[config.mk]
export PLATFORM = sky130hd
export DESIGN_NAME = sccb_init_sequencer
export DESIGN_NICKNAME = d
export VERILOG_FILES = /design/src/rtl/sccb_init_sequencer.sv
export SDC_FILE = /design/constraint.sdc
export NUM_CORES = 1
export LEC_CHECK = 0
export BUFFER_PORTS_ARGS = -buffer_cell sky130_fd_sc_hd__buf_2
export CAP_MARGIN = 20
export CORE_UTILIZATION = 45
export CTS_CLUSTER_SIZE = 30
export DETAILED_ROUTE_END_ITERATION = 8
export PLACE_DENSITY_LB_ADDON = 0.05
export SLEW_MARGIN = 20
export SYNTH_ARGS = -nofsm -noshare
export SYNTH_HDL_FRONTEND = slang
export SYNTH_SLANG_ARGS = --single-unit
[constraint.sdc]
create_clock -name clk -period 2 [get_ports clk]
set_clock_uncertainty 0.1 [all_clocks]
set_input_delay 0.1 -clock clk [delete_from_list [all_inputs] [get_ports clk]]
set_output_delay 0.1 -clock clk [all_outputs]
set_load 0.01 [all_outputs]
[src/rtl/sccb_init_sequencer.sv]
// OV7670 register-init sequencer: walks a fixed ROM of SCCB writes and feeds them to the transceiver.
// Optional completion timeout enabled by defining SCCB_INIT_TIMEOUT_EN.
module sccb_init_sequencer #(
  parameter logic [7:0]  DEV_ID         = 8'h42,
  parameter int unsigned DELAY_CYCLES   = 100000,
  parameter int unsigned ROM_DEPTH      = 16,
  parameter int unsigned TIMEOUT_CYCLES = 200000
) (
  input  logic                         clk,
  input  logic                         reset,
  input  logic                         i_start,
  input  logic                         i_sccb_done,
  output logic                         o_sccb_start,
  output logic [23:0]                  o_sccb_word,
  output logic                         o_busy,
  output logic                         o_done,
  output logic                         o_error,
  output logic [$clog2(ROM_DEPTH)-1:0] o_index
);

  localparam int unsigned IW  = $clog2(ROM_DEPTH);
  localparam int unsigned DCW = $clog2(DELAY_CYCLES + 1);

  localparam logic [15:0]   END_MARK   = 16'hFFFF;
  localparam logic [15:0]   DELAY_MARK = 16'hFFF0;
  localparam logic [IW-1:0] LAST_IDX   = IW'(ROM_DEPTH - 1);

  typedef enum logic [2:0] {
    S_IDLE,
    S_FETCH,
    S_ISSUE,
    S_WAIT,
    S_DELAY,
    S_FINISHED,
    S_ERROR
  } state_t;

  state_t         state;
  logic [IW-1:0]  index;
  logic [DCW-1:0] delay_cnt;
  logic [15:0]    rom_entry;

  always_comb begin
    rom_entry = END_MARK;
    case (int'(index))
      0:       rom_entry = 16'h1280;
      1:       rom_entry = DELAY_MARK;
      2:       rom_entry = 16'h1204;
      3:       rom_entry = 16'h40D0;
      4:       rom_entry = 16'h1101;
      5:       rom_entry = 16'h0C00;
      6:       rom_entry = 16'h3E00;
      default: rom_entry = END_MARK;
    endcase
  end

  assign o_index = index;

`ifdef SCCB_INIT_TIMEOUT_EN
  localparam int unsigned TW = $clog2(TIMEOUT_CYCLES + 1);
  logic [TW-1:0] tmo_cnt;
`else
  assign o_error = 1'b0;
`endif

  always_ff @(posedge clk or posedge reset) begin
    if (reset) begin
      state        <= S_IDLE;
      index        <= '0;
      delay_cnt    <= '0;
      o_sccb_start <= 1'b0;
      o_sccb_word  <= '0;
      o_busy       <= 1'b0;
      o_done       <= 1'b0;
`ifdef SCCB_INIT_TIMEOUT_EN
      tmo_cnt      <= '0;
      o_error      <= 1'b0;
`endif
    end else begin
      o_sccb_start <= 1'b0;
      case (state)
        S_IDLE: begin
          if (i_start) begin
            state  <= S_FETCH;
            o_busy <= 1'b1;
          end
        end
        S_FETCH: begin
          // Last ROM slot acts as an implicit end so the index never wraps.
          if (rom_entry == END_MARK || index == LAST_IDX) begin
            state  <= S_FINISHED;
            o_busy <= 1'b0;
            o_done <= 1'b1;
          end else if (rom_entry == DELAY_MARK) begin
            state     <= S_DELAY;
            delay_cnt <= DCW'(DELAY_CYCLES - 1);
          end else begin
            state        <= S_ISSUE;
            o_sccb_word  <= {DEV_ID, rom_entry};
            o_sccb_start <= 1'b1;
          end
        end
        S_ISSUE: begin
          state <= S_WAIT;
`ifdef SCCB_INIT_TIMEOUT_EN
          tmo_cnt <= '0;
`endif
        end
        S_WAIT: begin
          if (i_sccb_done) begin
            index <= index + 1'b1;
            state <= S_FETCH;
          end
`ifdef SCCB_INIT_TIMEOUT_EN
          else if (tmo_cnt == TW'(TIMEOUT_CYCLES - 1)) begin
            state   <= S_ERROR;
            o_busy  <= 1'b0;
            o_error <= 1'b1;
          end else begin
            tmo_cnt <= tmo_cnt + 1'b1;
          end
`endif
        end
        S_DELAY: begin
          if (delay_cnt == '0) begin
            index <= index + 1'b1;
            state <= S_FETCH;
          end else begin
            delay_cnt <= delay_cnt - 1'b1;
          end
        end
        S_FINISHED: state <= S_FINISHED;
        S_ERROR:    state <= S_ERROR;
        default:    state <= S_IDLE;
      endcase
    end
  end

endmodule

==> results.cfg <==
[final_layout]
drive_above_1_share_pct = 39.8
area_growth_pct = 28.9
nets = 292
mostFrequentLayoutCells = 39 x buf_4, 38 x dfrtp_1, 28 x buf_2, 13 x inv_1, 11 x nor2_1
num_antenna_cells = 0
stdcell_count = 336
final_area_um2 = 2810
layout_commonest_cell = buf_4
fillers = 387

[routing]
detail-route-antenna-nets = 0
wl_per_cell_um = 15.9
met3_length_um = 169
wl_met2_um = 2600
drc = 0
num_vias = 1903
topRoutingLayerUsed = met4
wl_met1_um = 2540
dr.pass1.iters = 4
routed_via_density = 5.66
drt-initial-drc-count = 172
wirelength_um = 5360

[logic_synthesis]
synthArstFlopShare_pct = 100
netlist_area_um2 = 2180
synth_edf_count = 0
yosys.area.top_type = dfrtp_1
synth_warnings = 0
seq_area_frac_synth_pct = 44.8
ys_types = 49
syn_area_per_cell_um2 = 9.81
synth_ff_type = dfrtp_1
synth-seq-cells = 39
synth_top_cell_area_share_pct = 44.8
synth_cells = 222
synth_area_leaders = dfrtp_1 45%, buf_4 4.8%, o31ai_1 3.8%

[floorplanning]
die_h_um = 71.6
io_pins = 36
die_w_um = 71.6
start_util_pct = 48.4
coreArea_um2 = 4500
dieArea_um2 = 5120
rows = 24

[power_and_ir_drop]
p_leak_nw = 1.34
p_per_area_nw_per_um2 = 481
total_power_mw = 1.35
ir_drop_uv = 408

[timing]
setup_viol = 1
tightest_slew_ps = 597
max_freq_mhz = 493
fin_crit_ps = 2030
timing.final.ws_setup_ps = -28.8
fin_crit_sh_pct = 101
maxSlewHeadroom_pct = 60.2
grt_setup_unrepaired = true
slew_viol_final = 0
tns_ps = -28.8
hold_violations = 0

[setup_path]
slowest_stage = or4_1
cpMostUsedCell = buf_4
worst-path-buf-inv = 3
cp.arrival_ps = 2150
max_stage_delay_ps = 470
cp-start-kind = register
critPathTopFamily = simple AND/OR/NAND/NOR gates
crit_fanout = 7
crit_required_ps = 2120
path_class = register to register
end_kind = register
crit_chain = inv_1 > ha_2 > nor4b_4 > buf_4 > and4_4 > buf_4 > or4_1 > a21oi_1

[clock_network]
cts-root-buf = clkbuf_8
clk_pin_slew_ps = 80
cts.sinks = 39
cts_tree = yes
cts_buffers = 5
clock_path_buffers = 2
htree_levels = 2
clock_latency_ps = 290

[run]
cap_violations = 0

[global_routing]
grt.total_usage_pct = 21.6
grt_max_degree = 26
grt_antenna_before_repair = 0
grt_pass1_wl_um = 8670
first_global_vias = 1838
grt_overflow = 0

[outcome]
outcome = finished with violations
violations = setup timing

[place]
dp_hpwl_um = 3720
numPortBuffers = 28
pre_cts_slack_ps = -32.1
placed_cell_area_um2 = 2530
place_inst = 318
gp_congestion = 0.876

[worst_hold_path]
hold_path.class = primary input to register
worst min-delay path: cells and delay by family:
family	cells	cell delay (ps)
AO/OA/AOI/OAI	2	170
buffers and inverters	1	90
synthesized netlist by cell type, types with 6 or more instances:
cell type  count
or4_1          8
nor3_1         6
buf_4         14
nor2_1        12
o21ai_0       10
or3_1          9
buf_2          6
nand3_1        7
inv_1         13
o31ai_1       11
nand2_1        6
a21oi_1       14
dfrtp_1       39
through the flow:
stage / hold slack (ps) / util, %
after global placement: 80.1 / 56.3
after floorplan: 193 / -
after CTS: 0.752 / 59.1
final: 11.0 / 62.3
after global routing: 6.68 / 62.3
after detailed placement: 101 / 56.3
cell families (layout without fill, tap and decap cells):
family / count (synthesis) / count (layout) / share of synthesized area [%]
AND/OR/NAND/NOR: 73 / 73 / 20.6
XOR/XNOR: 1 / 1 / 0.402
other: 1 / 7 / 0.172
AO/OA/AOI/OAI: 59 / 59 / 17.9
buffers and inverters: 36 / 92 / 9.31
multiplexers: 8 / 8 / 3.91
adder cells (fa/ha/maj): 5 / 5 / 2.87
flip-flops: 39 / 39 / 44.8
what timing repair did:
| item | 4_1_cts | 5_1_grt |
|---|---|---|
| pin swaps | 1 | 8 |
| resized for setup | 2 | 25 |
| endpoints found under the hold margin | 14 | 0 |
| endpoints found under the setup margin | 3 | 27 |
| hold buffers | 1 | 0 |
| buffers inserted | 3 | 6 |
area by class of cell:
cell class / count / area (um^2) / share of cell area, %
multi-input combinational: 153 / 1130 / 40.4
sequential: 39 / 977 / 34.8
timing repair buffer: 71 / 494 / 17.6
clock buffer: 5 / 68.8 / 2.45
tap: 52 / 65.1 / 2.32
inverter: 13 / 48.8 / 1.74
clock inverter: 3 / 20.0 / 0.713
registers in the layout, summed over array words and instances, names as in the netlist:
| register | count |
|---|---|
| state | 3 |
| o_sccb_word | 12 |
| o_index | 4 |
| o_sccb_start | 1 |
| o_done | 1 |
| delay_cnt | 17 |
| o_busy | 1 |
report_power, final:
group / internal [mW] / switching (mW)
Combinational: 0.00739 / 0.0238
Clock: 0.243 / 0.289
Sequential: 0.788 / 0
worst paths after layout:
check | start | to | slack [ps] | depth (start not counted)
max reg2reg | delay_cnt[0] | delay_cnt[6] | -30 | 8
min in group asynchronous | reset | o_sccb_word[12] | 310 | 3
min reg2reg | o_done | o_done | 380 | 1
max in group asynchronous | reset | o_index[3] | 940 | 4
min | i_start | o_busy | 10 | 3
max | delay_cnt[0] | delay_cnt[6] | -30 | 8
layer usage:
| layer | GRT usage (%) | vias to the layer above |
|---|---|---|
| li1 | - | 920 |
| met1 | 30.8 | 938 |
| met2 | 33.7 | 39 |
| met3 | 4.08 | 6 |
| met4 | 6.75 | 0 |
| met5 | 0 | - |
Power figures use the tool's default switching activity.
